**src/rtl/instruction_fetch_stage_if.sv**
```systemverilog
// Fetch-side bus: instruction memory read port plus the IF/ID register outputs.
// ifid_valid qualifies ifid_instr/ifid_pc_plus4 each cycle; there is no ready, the hazard unit's stall holds the register instead.
interface instruction_fetch_stage_if;
    logic [31:0] imem_pc;
    logic [31:0] imem_rdata;
    logic [31:0] ifid_instr;
    logic [31:0] ifid_pc_plus4;
    logic        ifid_valid;

    modport master (
        output imem_pc,
        input  imem_rdata,
        output ifid_instr,
        output ifid_pc_plus4,
        output ifid_valid
    );

    modport slave (
        input  imem_pc,
        output imem_rdata,
        input  ifid_instr,
        input  ifid_pc_plus4,
        input  ifid_valid
    );
endinterface

```
**src/rtl/instruction_fetch_stage.sv**
```systemverilog
// PC register, fetch control and IF/ID pipeline register for a 5-stage MIPS pipeline.
// Redirects beat stalls; a one-edge BOOT state lets the memory settle on RESET_PC.
module instruction_fetch_stage #(
    parameter logic [31:0] RESET_PC   = 32'h0000_0000,
    parameter int          IMEM_WORDS = 1024,
    parameter logic [31:0] NOP_INSTR  = 32'h0000_0000
) (
    input  logic                              clk,
    input  logic                              rst_n,
    input  logic                              stall,
    input  logic                              branch_taken,
    input  logic [31:0]                       branch_target,
    instruction_fetch_stage_if.master         fetch_bus,
    output logic                              pc_misaligned,
    output logic                              pc_out_of_range,
    output logic [31:0]                       fetch_count,
    output logic [31:0]                       stall_count,
    output logic                              dbg_state
);

    typedef enum logic {BOOT = 1'b0, RUN = 1'b1} state_t;

    state_t      state_q, state_d;
    logic [31:0] pc_q, pc_d;
    logic [31:0] instr_q, instr_d;
    logic [31:0] pc_plus4_q, pc_plus4_d;
    logic        valid_q, valid_d;
    logic        misaligned_q, misaligned_d;
    logic [31:0] fetch_cnt_q, fetch_cnt_d;
    logic [31:0] stall_cnt_q, stall_cnt_d;

    always_comb begin
        state_d      = state_q;
        pc_d         = pc_q;
        instr_d      = instr_q;
        pc_plus4_d   = pc_plus4_q;
        valid_d      = valid_q;
        misaligned_d = misaligned_q;
        fetch_cnt_d  = fetch_cnt_q;
        stall_cnt_d  = stall_cnt_q;
        if (state_q == BOOT) begin
            state_d = RUN;
        end else if (branch_taken) begin
            pc_d    = {branch_target[31:2], 2'b00};
            instr_d = NOP_INSTR;
            valid_d = 1'b0;
            if (branch_target[1:0] != 2'b00) misaligned_d = 1'b1;
        end else if (stall) begin
            stall_cnt_d = stall_cnt_q + 32'd1;
        end else begin
            instr_d     = fetch_bus.imem_rdata;
            pc_plus4_d  = pc_q + 32'd4;
            valid_d     = 1'b1;
            pc_d        = pc_q + 32'd4;
            fetch_cnt_d = fetch_cnt_q + 32'd1;
        end
    end

    always_ff @(posedge clk or negedge rst_n) begin
        if (!rst_n) begin
            state_q      <= BOOT;
            pc_q         <= RESET_PC;
            instr_q      <= NOP_INSTR;
            pc_plus4_q   <= 32'd0;
            valid_q      <= 1'b0;
            misaligned_q <= 1'b0;
            fetch_cnt_q  <= 32'd0;
            stall_cnt_q  <= 32'd0;
        end else begin
            state_q      <= state_d;
            pc_q         <= pc_d;
            instr_q      <= instr_d;
            pc_plus4_q   <= pc_plus4_d;
            valid_q      <= valid_d;
            misaligned_q <= misaligned_d;
            fetch_cnt_q  <= fetch_cnt_d;
            stall_cnt_q  <= stall_cnt_d;
        end
    end

    // Range flag only informs; fetch proceeds past the end of memory.
    assign pc_out_of_range         = {2'b00, pc_q[31:2]} >= 32'(IMEM_WORDS);
    assign fetch_bus.imem_pc       = pc_q;
    assign fetch_bus.ifid_instr    = instr_q;
    assign fetch_bus.ifid_pc_plus4 = pc_plus4_q;
    assign fetch_bus.ifid_valid    = valid_q;
    assign pc_misaligned           = misaligned_q;
    assign fetch_count             = fetch_cnt_q;
    assign stall_count             = stall_cnt_q;
    assign dbg_state               = state_q;

endmodule

```
**src/flat_wrapper.sv**
```systemverilog
// flat-port wrapper written by rule: the top's interface ports become plain ports
module instruction_fetch_stage_flat 
#(
    parameter logic [31:0] RESET_PC   = 32'h0000_0000,
    parameter int          IMEM_WORDS = 1024,
    parameter logic [31:0] NOP_INSTR  = 32'h0000_0000
)
  (clk, rst_n, stall, branch_taken, branch_target, pc_misaligned, pc_out_of_range, fetch_count, stall_count, dbg_state, fetch_bus_imem_pc, fetch_bus_imem_rdata, fetch_bus_ifid_instr, fetch_bus_ifid_pc_plus4, fetch_bus_ifid_valid);
  instruction_fetch_stage_if fetch_bus_i ();
  input  logic clk;
  input  logic rst_n;
  input  logic stall;
  input  logic branch_taken;
  input  logic [31:0] branch_target;
  output logic pc_misaligned;
  output logic pc_out_of_range;
  output logic [31:0] fetch_count;
  output logic [31:0] stall_count;
  output logic dbg_state;
  output wire logic [$bits(fetch_bus_i.imem_pc)-1:0] fetch_bus_imem_pc;
  input wire logic [$bits(fetch_bus_i.imem_rdata)-1:0] fetch_bus_imem_rdata;
  output wire logic [$bits(fetch_bus_i.ifid_instr)-1:0] fetch_bus_ifid_instr;
  output wire logic [$bits(fetch_bus_i.ifid_pc_plus4)-1:0] fetch_bus_ifid_pc_plus4;
  output wire logic [$bits(fetch_bus_i.ifid_valid)-1:0] fetch_bus_ifid_valid;
  assign fetch_bus_imem_pc = fetch_bus_i.imem_pc;
  assign fetch_bus_i.imem_rdata = fetch_bus_imem_rdata;
  assign fetch_bus_ifid_instr = fetch_bus_i.ifid_instr;
  assign fetch_bus_ifid_pc_plus4 = fetch_bus_i.ifid_pc_plus4;
  assign fetch_bus_ifid_valid = fetch_bus_i.ifid_valid;
  instruction_fetch_stage #(.RESET_PC(RESET_PC), .IMEM_WORDS(IMEM_WORDS), .NOP_INSTR(NOP_INSTR)) u_core (.clk(clk), .rst_n(rst_n), .stall(stall), .branch_taken(branch_taken), .branch_target(branch_target), .fetch_bus(fetch_bus_i), .pc_misaligned(pc_misaligned), .pc_out_of_range(pc_out_of_range), .fetch_count(fetch_count), .stall_count(stall_count), .dbg_state(dbg_state));
endmodule
```
**config.mk**
```make
export PLATFORM = sky130hd
export DESIGN_NAME = instruction_fetch_stage_flat
export DESIGN_NICKNAME = d
export VERILOG_FILES = /design/src/rtl/instruction_fetch_stage_if.sv /design/src/rtl/instruction_fetch_stage.sv /design/src/flat_wrapper.sv
export SDC_FILE = /design/constraint.sdc
export NUM_CORES = 1
export LEC_CHECK = 0
export BUFFER_PORTS_ARGS = -buffer_cell sky130_fd_sc_hd__buf_2
export CAP_MARGIN = 20
export CORE_AREA = 4 4 179 181
export CTS_BUF_LIST = sky130_fd_sc_hd__clkbuf_2
export DETAILED_ROUTE_END_ITERATION = 10
export DIE_AREA = 0 0 183 185
export SYNTH_ARGS = -nofsm -noshare
export SYNTH_HDL_FRONTEND = slang
export SYNTH_SLANG_ARGS = --single-unit
export TNS_END_PERCENT = 1
```
**constraint.sdc**
```tcl
create_clock -name clk -period 2.7 [get_ports clk]
set_input_delay 0.54 -clock clk [delete_from_list [all_inputs] [get_ports clk]]
set_output_delay 0.54 -clock clk [all_outputs]
set_load 0.1 [all_outputs]
```
==> reports/qor.csv <==
metric,value,unit
status,"complete, no violations",
r2r_setup_slack,0.52,ns
crit_family,simple AND/OR/NAND/NOR gates,
first_global_vias,6490,
end_kind,output port,
avgSynthCellArea,10.3,sq um
wl,24.3,mm
first_pass_iters,6,
fin_crit,2.58,ns
grt.overflow.total,0,
synth_warnings,0,
crit_slowest_cell,dfrtp_2,
gp_congestion,0.838,
powerDensity,774,nW/um^2
core,30400,sq um
worst-setup-path-type,reg2out,
hold_class,in2reg,
drv_slew,0,
fin_area,10000,sq um
cts_max_level,4,
antenna_found_initial,5,
ys_seq_elements,159,
start_util,0.247,
startpoint,u_core.fetch_bus.imem_pc[20],
rsz0062_at_grt,true,
cts_buffers,17,
crit_path_start_kind,flip-flop,
drv_cap,0,
die_area,33900,sq um
reg2reg_depth,6,
drc,0,
clock_path_buffers,2,
cts_tree,yes,
grt_use_total,0.140,
die_height,185,microns
syn_inst,729,
die_width,183,microns
setup_viol,0,
crit_cells,4,
num_rows,64,
tightest_slew,0.634,ns
area_growth,33.7,%
synth_flop_cell,dfrtp_1,
placed_area,9140,sq um
clock_sinks,159,
clk_latency,0.74,ns
synth_edf_count,0,
p_leak,0.00475,uW
max_slew_margin,0.577,
r2r-end,u_core.fetch_bus.imem_pc[24],
synth.distinct_cells,59,
dp.final_hpwl,17.4,mm
vias_per_cell,4.75,
critPathBufInv,1,
clk_pin_slew,0.29,ns
fin_nets,1074,
post-route-period-util,0.954,
post_route_cells_drive_above_1_share,0.322,
max_stage_delay,0.50,ns
skew,0.0396,ns
port_buffers,227,
p_total,7770,uW
root_buffer,clkbuf_2,
ys_seq_area_frac,0.530,
ios,232,
ir_worst_vdd,0.622,mV
grt_first_pass_wirelength,37.4,mm
route.antenna.remaining_nets,0,
final_hold_viol_count,0,
path_max_fanout,2,
dr.first_iter.drc_count,336,
crit_end,pc_out_of_range,
crit_chain,"nor4_4, and3_4, nand3_4, buf_12",
synthArstFlopShare,1.00,
via_count,6713,
grt_max_degree,63,
critical_path_required,2.16,ns
r2r-start,u_core.fetch_bus.imem_pc[2],
synth_area,7510,sq um
drt-wirelength-per-cell,17.2,microns
fmaxAchievable,0.388,GHz
cp.arrival,2.04,ns
==> cells in the final DEF, fill, tap and decap left out, types with 4 or more instances in the layout <==
cell type,synthesis,final
o21ai_0,39,39
a211oi_1,4,4
inv_1,8,8
dfrtp_2,0,12
clkbuf_2,2,18
and4_1,9,9
and3_1,25,24
buf_2,8,225
a311oi_1,4,4
a22oi_1,5,5
dfrtp_1,159,147
xor2_1,26,26
nor3_1,9,9
a21oi_1,18,18
nor4_4,2,4
nand4_1,23,23
xnor2_1,63,63
buf_4,5,25
o22ai_1,11,11
conb_1,2,5
ha_1,4,4
or2_2,4,4
buf_12,0,4
and2_1,7,6
nand2_1,89,87
nor4_2,3,7
nand3_1,51,50
a31oi_1,4,4
nor2_1,27,27
a22o_1,32,32
dlygate4sd3_1,0,45
==> logic make-up after synthesis <==
| logic type | count (synthesis) | synth area share |
|---|---|---|
| fa+ha+maj | 4 | 0.00666 |
| simple gates | 276 | 0.197 |
| buf+inv | 58 | 0.0331 |
| compound gates | 137 | 0.123 |
| mux | 4 | 0.00550 |
| flops | 159 | 0.530 |
| xor+xnor | 89 | 0.104 |
| other cells | 2 | 0.00100 |
==> cell type report <==
| class | instances | area, sq um |
|---|---|---|
| multi-input combinational | 515 | 3370 |
| timing repair buffer | 300 | 1860 |
| fill | 3164 | 20400 |
| clock inverter | 14 | 200 |
| inverter | 9 | 33.8 |
| clock buffer | 18 | 90.1 |
| tap | 396 | 495 |
| antenna | 1 | 2.50 |
| sequential | 159 | 3990 |
==> metal layers <==
layer | up-vias | track usage | share of wire
met1 | 3275 | 0.183 | 0.42
met3 | 37 | 0.0454 | 0.079
li1 | 3146 | - | -
met2 | 247 | 0.220 | 0.47
met5 | - | 0 | 0.0022
met4 | 8 | 0.0429 | 0.022
==> sequential cells by signal, summed over array words and instances, names as in the netlist <==
register and cells:
u_core.fetch_count 32, u_core.fetch_bus.ifid_instr 32, u_core.fetch_bus.ifid_pc_plus4 30, u_core.fetch_bus.ifid_valid 1
u_core.dbg_state 1, u_core.pc_misaligned 1, u_core.stall_count 32, u_core.fetch_bus.imem_pc 30
==> report_power, final <==
part | leakage [uW] | switching (uW) | internal, uW
clock | 0.000168 | 1000 | 562
combinational | 0.00254 | 2670 | 570
sequential | 0.00204 | 320 | 2660
==> tightest hold or removal path: stages <==
cell	delay (ns)
buf_2	0.08
mux2i_1	0.05
o21ai_0	0.13
==> synth_stat cells (4+ instances only) <==
library cell  instances  area share
a211oi_1              4      0.0040
a21oi_1              18       0.012
a22o_1               32       0.037
a22oi_1               5      0.0050
a311oi_1              4      0.0047
a31oi_1               4      0.0033
and2_1                7      0.0058
and3_1               25       0.021
and4_1                9       0.010
buf_2                 8      0.0053
buf_4                 5      0.0050
clkbuf_1             33       0.016
dfrtp_1             159        0.53
ha_1                  4      0.0067
inv_1                 8      0.0040
nand2_1              89       0.044
nand3_1              51       0.034
nand4_1              23       0.019
nor2_1               27       0.013
nor3_1                9      0.0060
nor4_1                9      0.0075
o21ai_0              39       0.026
o22ai_1              11      0.0092
or2_2                 4      0.0033
xnor2_1              63       0.073
xor2_1               26       0.030
==> worst min path at each step <==
stage                                     from                     endpoint  slack, ns  cells past startpoint
after floorplan                          rst_n             u_core.dbg_state       0.24                      0
after global placement    u_core.pc_misaligned         u_core.pc_misaligned       0.46                      1
after detailed placement  u_core.pc_misaligned         u_core.pc_misaligned       0.46                      1
after CTS                     branch_target[3]  u_core.fetch_bus.imem_pc[3]      0.004                      3
after global routing          branch_target[8]  u_core.fetch_bus.imem_pc[8]    0.00004                      3
final                         branch_target[3]  u_core.fetch_bus.imem_pc[3]       0.12                      3
==> metrics by stage <==
step	util	setup TNS, ns	hold WS, ns	setup slack (ns)	instances
3_3_place_gp	0.300	0	0.459	0.345	1325
4_1_cts	0.327	-0.0101	0.00358	-0.0101	1407
3_5_place_dp	0.300	0	0.461	0.294	1325
5_1_grt	0.330	-0.0304	0.0000356	-0.0304	1412
6_report	0.330	0	0.121	0.125	1412
2_1_floorplan	-	0	0.244	0.0935	732
==> timing repair <==
action	CTS	global route
setup buffers	5	4
cloned	0	0
hold buffers	45	0
gates resized for setup	15	10
pin swaps	2	2
setup endpoints to repair	1	1
endpoints found under the hold margin	101	0
Power figures use the tool's default switching activity.
